### src/rtl/axi_lite_cmd_master.sv
`default_nettype none
// ==========================================================================
// axi_lite_cmd_master : queued AXI-Lite master; read/write commands are
// buffered in a FIFO, executed one at a time, each returning a response.
// Revision 1.0
// ==========================================================================
module axi_lite_cmd_master #(
  parameter int ADDR_W  = 32,
  parameter int DATA_W  = 32,
  parameter int DEPTH   = 4,
  parameter int TIMEOUT = 256
) (
  input  logic                   ACLK,
  input  logic                   ARESET,
  input  logic                   CMD_VALID,
  output logic                   CMD_READY,
  input  logic                   CMD_WRITE,
  input  logic [ADDR_W-1:0]      CMD_ADDR,
  input  logic [DATA_W-1:0]      CMD_WDATA,
  input  logic [DATA_W/8-1:0]    CMD_WSTRB,
  output logic [$clog2(DEPTH):0] CMD_LEVEL,
  output logic                   RSP_VALID,
  input  logic                   RSP_READY,
  output logic                   RSP_WRITE,
  output logic [DATA_W-1:0]      RSP_DATA,
  output logic [2:0]             RSP_STATUS,
  output logic                   BUSY,
  output logic                   AWVALID,
  input  logic                   AWREADY,
  output logic [ADDR_W-1:0]      AWADDR,
  output logic                   WVALID,
  input  logic                   WREADY,
  output logic [DATA_W-1:0]      WDATA,
  output logic [DATA_W/8-1:0]    WSTRB,
  input  logic                   BVALID,
  output logic                   BREADY,
  input  logic [1:0]             BRESP,
  output logic                   ARVALID,
  input  logic                   ARREADY,
  output logic [ADDR_W-1:0]      ARADDR,
  input  logic                   RVALID,
  output logic                   RREADY,
  input  logic [DATA_W-1:0]      RDATA,
  input  logic [1:0]             RRESP
);

  localparam int STRB_W = DATA_W / 8;
  localparam int PTR_W  = $clog2(DEPTH);
  localparam int LVL_W  = PTR_W + 1;
  localparam int CNT_W  = (TIMEOUT > 1) ? $clog2(TIMEOUT) : 1;
  localparam logic [LVL_W-1:0] FULL_LVL = LVL_W'(DEPTH);
  localparam logic [CNT_W-1:0] CNT_LAST = CNT_W'(TIMEOUT - 1);
  localparam bit               TO_EN    = (TIMEOUT != 0);

  typedef enum logic [2:0] {
    S_IDLE = 3'd0,
    S_WR   = 3'd1,
    S_WB   = 3'd2,
    S_RA   = 3'd3,
    S_RD   = 3'd4,
    S_RSP  = 3'd5
  } state_t;

  state_t state_q, state_d;

  logic              fifo_write [DEPTH];
  logic [ADDR_W-1:0] fifo_addr  [DEPTH];
  logic [DATA_W-1:0] fifo_wdata [DEPTH];
  logic [STRB_W-1:0] fifo_wstrb [DEPTH];
  logic [PTR_W-1:0]  wr_ptr, rd_ptr;
  logic [LVL_W-1:0]  level;
  logic              push, pop;

  logic              loaded;
  logic              cmd_write;
  logic [ADDR_W-1:0] cmd_addr;
  logic [DATA_W-1:0] cmd_wdata;
  logic [STRB_W-1:0] cmd_wstrb;

  logic              aw_done, w_done;
  logic [CNT_W-1:0]  wait_cnt;
  logic              to_hit;
  logic              capture;
  logic              cap_write;
  logic [DATA_W-1:0] cap_data;
  logic [2:0]        cap_status;

  assign CMD_READY = (level != FULL_LVL);
  assign CMD_LEVEL = level;
  assign push      = CMD_VALID && CMD_READY;
  // The pop only happens when no popped command is waiting, which yields the IDLE gap.
  assign pop       = (state_q == S_IDLE) && !loaded && (level != '0);
  assign BUSY      = (state_q != S_IDLE) || (level != '0) || loaded;
  assign to_hit    = TO_EN && (wait_cnt == CNT_LAST);

  assign AWADDR = cmd_addr;
  assign ARADDR = cmd_addr;
  assign WDATA  = cmd_wdata;
  assign WSTRB  = cmd_wstrb;

  always_ff @(posedge ACLK) begin
    if (push) begin
      fifo_write[wr_ptr] <= CMD_WRITE;
      fifo_addr[wr_ptr]  <= CMD_ADDR;
      fifo_wdata[wr_ptr] <= CMD_WDATA;
      fifo_wstrb[wr_ptr] <= CMD_WSTRB;
    end
  end

  always_ff @(posedge ACLK or posedge ARESET) begin
    if (ARESET) begin
      wr_ptr <= '0;
      rd_ptr <= '0;
      level  <= '0;
    end else begin
      if (push) wr_ptr <= wr_ptr + PTR_W'(1);
      if (pop)  rd_ptr <= rd_ptr + PTR_W'(1);
      case ({push, pop})
        2'b10:   level <= level + LVL_W'(1);
        2'b01:   level <= level - LVL_W'(1);
        default: level <= level;
      endcase
    end
  end

  always_ff @(posedge ACLK or posedge ARESET) begin
    if (ARESET) begin
      loaded    <= 1'b0;
      cmd_write <= 1'b0;
      cmd_addr  <= '0;
      cmd_wdata <= '0;
      cmd_wstrb <= '0;
    end else begin
      loaded <= pop;
      if (pop) begin
        cmd_write <= fifo_write[rd_ptr];
        cmd_addr  <= fifo_addr[rd_ptr];
        cmd_wdata <= fifo_wdata[rd_ptr];
        cmd_wstrb <= fifo_wstrb[rd_ptr];
      end
    end
  end

  always_comb begin
    state_d    = state_q;
    capture    = 1'b0;
    cap_write  = cmd_write;
    cap_data   = '0;
    cap_status = 3'b000;
    AWVALID    = 1'b0;
    WVALID     = 1'b0;
    BREADY     = 1'b0;
    ARVALID    = 1'b0;
    RREADY     = 1'b0;
    RSP_VALID  = 1'b0;
    case (state_q)
      S_IDLE: begin
        if (loaded) state_d = cmd_write ? S_WR : S_RA;
      end
      S_WR: begin
        AWVALID = !aw_done;
        WVALID  = !w_done;
        if ((aw_done || AWREADY) && (w_done || WREADY)) begin
          state_d = S_WB;
        end else if (to_hit) begin
          state_d    = S_RSP;
          capture    = 1'b1;
          cap_status = 3'b100;
        end
      end
      S_WB: begin
        BREADY = 1'b1;
        if (BVALID) begin
          state_d    = S_RSP;
          capture    = 1'b1;
          cap_status = {1'b0, BRESP};
        end else if (to_hit) begin
          state_d    = S_RSP;
          capture    = 1'b1;
          cap_status = 3'b100;
        end
      end
      S_RA: begin
        ARVALID = 1'b1;
        if (ARREADY) begin
          state_d = S_RD;
        end else if (to_hit) begin
          state_d    = S_RSP;
          capture    = 1'b1;
          cap_status = 3'b100;
        end
      end
      S_RD: begin
        RREADY = 1'b1;
        if (RVALID) begin
          state_d    = S_RSP;
          capture    = 1'b1;
          cap_data   = RDATA;
          cap_status = {1'b0, RRESP};
        end else if (to_hit) begin
          state_d    = S_RSP;
          capture    = 1'b1;
          cap_status = 3'b100;
        end
      end
      S_RSP: begin
        RSP_VALID = 1'b1;
        if (RSP_READY) state_d = S_IDLE;
      end
      default: state_d = S_IDLE;
    endcase
  end

  always_ff @(posedge ACLK or posedge ARESET) begin
    if (ARESET) begin
      state_q    <= S_IDLE;
      aw_done    <= 1'b0;
      w_done     <= 1'b0;
      wait_cnt   <= '0;
      RSP_WRITE  <= 1'b0;
      RSP_DATA   <= '0;
      RSP_STATUS <= 3'b000;
    end else begin
      state_q <= state_d;
      if (state_q != S_WR) begin
        aw_done <= 1'b0;
        w_done  <= 1'b0;
      end else begin
        if (AWVALID && AWREADY) aw_done <= 1'b1;
        if (WVALID && WREADY)   w_done  <= 1'b1;
      end
      // The wait budget restarts on every state change so each wait state gets its own window.
      if (state_d != state_q)
        wait_cnt <= '0;
      else if (state_q inside {S_WR, S_WB, S_RA, S_RD})
        wait_cnt <= wait_cnt + CNT_W'(1);
      if (capture) begin
        RSP_WRITE  <= cap_write;
        RSP_DATA   <= cap_data;
        RSP_STATUS <= cap_status;
      end
    end
  end

endmodule
`default_nettype wire

### config.mk
export PLATFORM = sky130hd
export DESIGN_NAME = axi_lite_cmd_master
export DESIGN_NICKNAME = d
export VERILOG_FILES = /design/src/rtl/axi_lite_cmd_master.sv
export SDC_FILE = /design/constraint.sdc
export NUM_CORES = 1
export LEC_CHECK = 0
export ABC_AREA = 1
export CAP_MARGIN = 5
export CORE_UTILIZATION = 53
export DETAILED_ROUTE_END_ITERATION = 10
export GPL_TIMING_DRIVEN = 0
export PLACE_DENSITY = 0.85
export SYNTH_ARGS = -nofsm -noshare
export SYNTH_HDL_FRONTEND = slang
export SYNTH_SLANG_ARGS = --single-unit
### constraint.sdc
create_clock -name ACLK -period 4.84 [get_ports ACLK]
set_clock_uncertainty 0.1 [all_clocks]
set_input_delay 0.968 -clock ACLK [delete_from_list [all_inputs] [get_ports ACLK]]
set_output_delay 0.968 -clock ACLK [all_outputs]
set_load 0.005 [all_outputs]
## Yosys cells after proc, flatten, opt, wreduce, memory -nomap -nowiden

Memories as Yosys holds them, arrays and structs flattened. A register that Yosys moved wholly into a read port is not among the register bits.
Cells that the tools add are included.

- Output and inout port bits: 147
- Bits of input ports: 114
- RAM bits: 276
- Logic and storage cells: 90
- Flip-flop bits (word level): 57
- Memories: 4

Memories:

| name | words | bits a word | read ports | clocked after Yosys merged registers in | wr ports | RTL line | source |
|---|---|---|---|---|---|---|---|
| fifo_addr | 4 | 32 | 1 | 1 | 1 | 67 | `logic [ADDR_W-1:0] fifo_addr [DEPTH];` |
| fifo_wdata | 4 | 32 | 1 | 1 | 1 | 68 | `logic [DATA_W-1:0] fifo_wdata [DEPTH];` |
| fifo_wstrb | 4 | 4 | 1 | 1 | 1 | 69 | `logic [STRB_W-1:0] fifo_wstrb [DEPTH];` |
| fifo_write | 4 | 1 | 1 | 1 | 1 | 66 | `logic fifo_write [DEPTH];` |

- Add/subtract/negate cells: 5
- Reduce and logical (&&, ||, !) cells: 21
- Multiplexer cells: 38
- Equality and inequality tests: 11

Operators by type and width:

| cell | count |
|---|---|
| two-way mux 32 bit | 2 |
| two-way mux 3 bit | 12 |
| one-hot mux 3 bit (6 select lines) | 1 |
| two-way mux 1 bit | 17 |
| two-way mux 8 bit | 2 |
| one-hot mux 3 bit (4 select lines) | 1 |
| adder 8 x 1 -> 8 bit (second input constant) | 1 |
| equality test 8 bit (second input constant) | 1 |
| nonzero test 2 bit | 4 |
| equality test 3 x 2 -> 1 bit (second input constant) | 2 |
| equality test 3 bit (second input constant) | 2 |
| logical AND 1 bit | 6 |
| one-hot mux 3 bit (2 select lines) | 1 |
| nonzero test 3 bit | 2 |
| adder 2 x 1 -> 2 bit (second input constant) | 2 |
| logical OR 1 bit | 4 |
| one-hot mux 1 bit (4 select lines) | 1 |
| nonzero test 4 bit | 1 |
| adder 3 x 1 -> 3 bit (second input constant) | 1 |
| equality test 3 x 1 -> 1 bit (second input constant) | 1 |
| logical NOT 1 bit | 3 |
| logical NOT 3 bit | 1 |
| inequality test 3 x 1 -> 1 bit (second input constant) | 1 |
| inequality test 3 bit | 1 |
| other kinds (5) | 5 |

## Logic depth before layout (Yosys ltp)

- Word-level depth: 6
- Gate-level depth with buffers: 13
- Gate-level depth less buffers: 11

## Worst setup path after synthesis

No wires, ideal clock.

- Kind: input to register
- Start: input port CMD_VALID
- End: memory fifo_addr[0][0], enable pin
- Data required time: 4243 ps
- Buffers on the path: 0
- Arrival: 4033 ps
- Setup time: 497 ps
- Stages: 2
- Slack: 211 ps
- Cell sequence: nand2_1 nor2_1

- Longest elaborated chain between the ends: 3

RTL lines:

| what | RTL line | source |
|---|---|---|
| start: declaration | 15 | `input logic CMD_VALID,` |
| logical AND 1 bit | 90 | `assign push = CMD_VALID && CMD_READY;` |
| two-way mux 1 bit | 102 | `if (push) begin` |
| two-way mux 1 bit (not written as such) | 104 | `fifo_addr[wr_ptr] <= CMD_ADDR;` |
| end: declaration | 67 |  |

Every way passes these cells.

## Worst setup path after layout

- Start: register state_q[2]
- End: output port WVALID

- Longest elaborated chain between the ends: 2

RTL lines:

| what | RTL line | source |
|---|---|---|
| start: declaration | 64 | `state_t state_q, state_d;` |
| start signal: assignment | 224 | `state_q <= state_d;` |
| equality test 3 x 1 -> 1 bit | 156 | `case (state_q)` |
| two-way mux 1 bit | 156 |  |
| end: declaration | 31 | `output logic WVALID,` |

Every way passes these cells.

==> impl_results.md <==
- Outcome: finished clean
- ANT nets after route: 0
- Post-synthesis simple-gate area fraction: a little over an eighth
- Fmax: 0.318 GHz
- Setup TNS: 0 ns
- # rows: 62
- Synth Net Count: 1,436
- DR WL/cell: between 15 and 20 µm
- Initial cell density of the core: between 50% and 60%
- Syn avg cell area: 12.0 µm²
- Vias in the first global route: roughly 11,000
- CTS Buffer Depth: 3
- LEAKAGE: between 0.007 and 0.008 µW
- RSZ-0062 raised after global routing: no
- Die ar.: ~0.030 mm²
- Type of the most critical hold path: reg -> reg
- CORE AREA: 0.0289 mm²
- CTS resizes: 0
- H-tree levels: 2
- Synthesized area: 0.0157 mm²
- Peak supply drop: about 480 µV
- CTS buffer count: between 40 and 50
- Clk root buf: clkbuf_16
- Max-cap violations: 0
- TritonRoute pass-1 iters: 5
- R2R cell count: 13
- Worst Path Max Fanout: 8
- Sequential cell area fraction in the yosys report: between 70% and 80%
- GRT Resource Usage Total: about a quarter
- Reg2Reg Launch Point: state_q[1]
- Synth Register Bits: between 400 and 500
- Die width: 174 µm
- Pwr per Cell Area: between 600 and 700 mW/mm²
- Synthesis Warnings: 0
- Crit path to: WVALID
- Maximum number of pins on one net before global-route repair: 68
- Compound-cell area share of the yosys netlist: 7.74%
- Post-Route WL: between 30 and 40 mm
- Startpoint types: flip-flop
- HPWL after detailed placement: between 20 and 30 mm
- Element type at the critical path end: output pin
- WS Path Type: reg -> out
- Period utilization: between 60% and 70%
- DR vias: approximately 11,000
- Starting DRC count in detailed routing: 1,006
- Adder-Cell Fraction of Synth Area: 0.604%
- Layout cell share with drive strength beyond 1: a little over a tenth
- Clk sinks: around 400
- Critical Path Start: state_q[2]
- Area Growth Syn to Fin: 29.1%
- Synth Instances: around 1,300
- Fin. max-slew vios: 0
- Critical path required time: roughly 3.8 ns
- Largest family of logic cells by synthesized area: simple AND/OR/NAND/NOR gates
- Mux cell area share after synthesis: less than 1%
- Setup bufs post-CTS: 0
- Final setup margin: between 1.5 and 2 ns
- Buffers on Ports: between 200 and 300
- Least-Margin Pin Slew: roughly 0.66 ns
- Most frequent cells in the layout: nor2_1 (359), edfxtp_1 (276), clkdlybuf4s50_1 (260), o21ai_0 (143), nand2_1 (131)
- Grt ovf: 0
- Met3 Use GR: a little under 6%
- GR Util met1: 31.2%
- First-pass GRT wire length: slightly above 60 mm
- Layer with the highest usage: met2
- DR vias/cell: roughly 5.4
- # DRC: 0
- Pre-CTS setup slack: around 1.6 ns
- Num ports: approximately 260
- Critical Path AT: between 2 and 2.5 ns
- Grt met2 use: around 47%
- Max transition margin: a little under three fifths
- CTS tree: yes
- Skew-Pair Late Insertion Delay: between 0.5 and 0.6 ns
- Placer Congestion: 0.935
- Area share of xor/xnor cells in the synthesized design: less than 1%
- Worst-path clk slew: roughly 0.060 ns
- Period minus WS final: approximately 3.1 ns
- Number of failing hold endpoints at the final stage: 0
- Reg2Reg Capture Point: CMD_LEVEL[2]
- NumNets Final: ~1,700
- Initial antenna violation count: 5
- # hold bufs at CTS: 0
- # setup viols final: 0
- Die Span Y: roughly 170 µm
- Most common cell after layout, fill and taps aside: nor2_1
- R2R Setup Slk: around 1.9 ns
- Post-synthesis cell type count: 35
critical path, stage by stage, from the launching register on:
cell,delay (ns)
dfrtp_1,0.38
buf_6,0.14
inv_4,0.10
nand2_4,0.08
nor2_2,0.14
inv_1,0.10
nor2_1,0.10
clkdlybuf4s50_1,0.50
cells in the mapped netlist (all sizes together):
cell type,number,area share (%)
nor2,377,9.3
nor3,2,0.095
o21ai,144,4.6
o221ai,1,0.056
edfxtp,276,53
xor2,7,0.39
dfrtp,126,20
nand3,10,0.45
ha,6,0.48
a21oi,5,0.16
xnor2,4,0.22
nand4,3,0.21
nand2,142,3.6
clkinv,2,0.048
fa,1,0.13
o22ai,1,0.079
clkbuf,31,0.74
mux2,1,0.072
a22oi,2,0.095
buf,69,3.0
a31oi,69,2.7
inv,36,0.89
power breakdown:
part | switching [µW] | internal (µW) | leakage [µW]
clock | 1250 | 1640 | 0.000600
sequential | 478 | 4700 | 0.00402
combinational | 3040 | 2380 | 0.00306
kinds of logic after synthesis:
group	after synthesis
flops	402
simple gates	534
xor+xnor	11
mux	1
compound gates	222
fa+ha+maj	7
buf+inv	138
worst min-delay path by stage:
stage,from,to,slack (ns),cells past startpoint
after global placement,RSP_DATA[15],RSP_DATA[15],0.35,2
after floorplan,RSP_DATA[0],RSP_DATA[0],0.36,2
after detailed placement,RSP_DATA[20],RSP_DATA[20],0.36,2
after CTS,RSP_DATA[20],RSP_DATA[20],0.37,2
final,RSP_DATA[20],RSP_DATA[20],0.37,2
after global routing,RSP_DATA[10],RSP_DATA[10],0.39,2
per-layer routing:
| metal | up-vias | part of all wire (%) | wire length [µm] |
|---|---|---|---|
| li1 | 5113 | - | - |
| met4 | 6 | 2.5 | 1010 |
| met3 | 84 | 8.6 | 3420 |
| met2 | 543 | 52 | 20500 |
| met5 | - | 0.10 | 41 |
| met1 | 5387 | 37 | 14600 |
sequential cells by signal, indices dropped and copies added, names as in the netlist:
name        cells
fifo_addr     128
fifo_wdata    128
ARADDR         32
RSP_DATA       32
WDATA          32
fifo_wstrb     16
wait_cnt        8
WSTRB           4
fifo_write      4
CMD_LEVEL       3
RSP_STATUS      3
state_q         3
rd_ptr          2
wr_ptr          2
RSP_WRITE       1
aw_done         1
cap_write       1
loaded          1
w_done          1
final cells by class:
cell class	count	area [µm²]
antenna	2	5.00
clock inverter	19	97.6
multi-input combinational	775	3590
inverter	38	153
sequential	402	11400
tap	384	480
fill	1919	8620
buffer	100	586
timing repair buffer	270	2830
clock buffer	56	1130
per-stage QoR:
step / hold WS, ns / cell area [µm²] / power, µW / utilization [%] / cells
after floorplan: 0.365 / 15700 / 8040 / - / 1315
after global placement: 0.353 / 18800 / 10300 / 65.0 / 1959
after detailed placement: 0.359 / 19100 / 10600 / 65.9 / 1969
after CTS: 0.373 / 20300 / 13500 / 70.2 / 2044
after global routing: 0.387 / 20300 / 14200 / 70.2 / 2045
final: 0.370 / 20300 / 13500 / 70.2 / 2046
No activity file was read; power rests on OpenSTA's default activity.
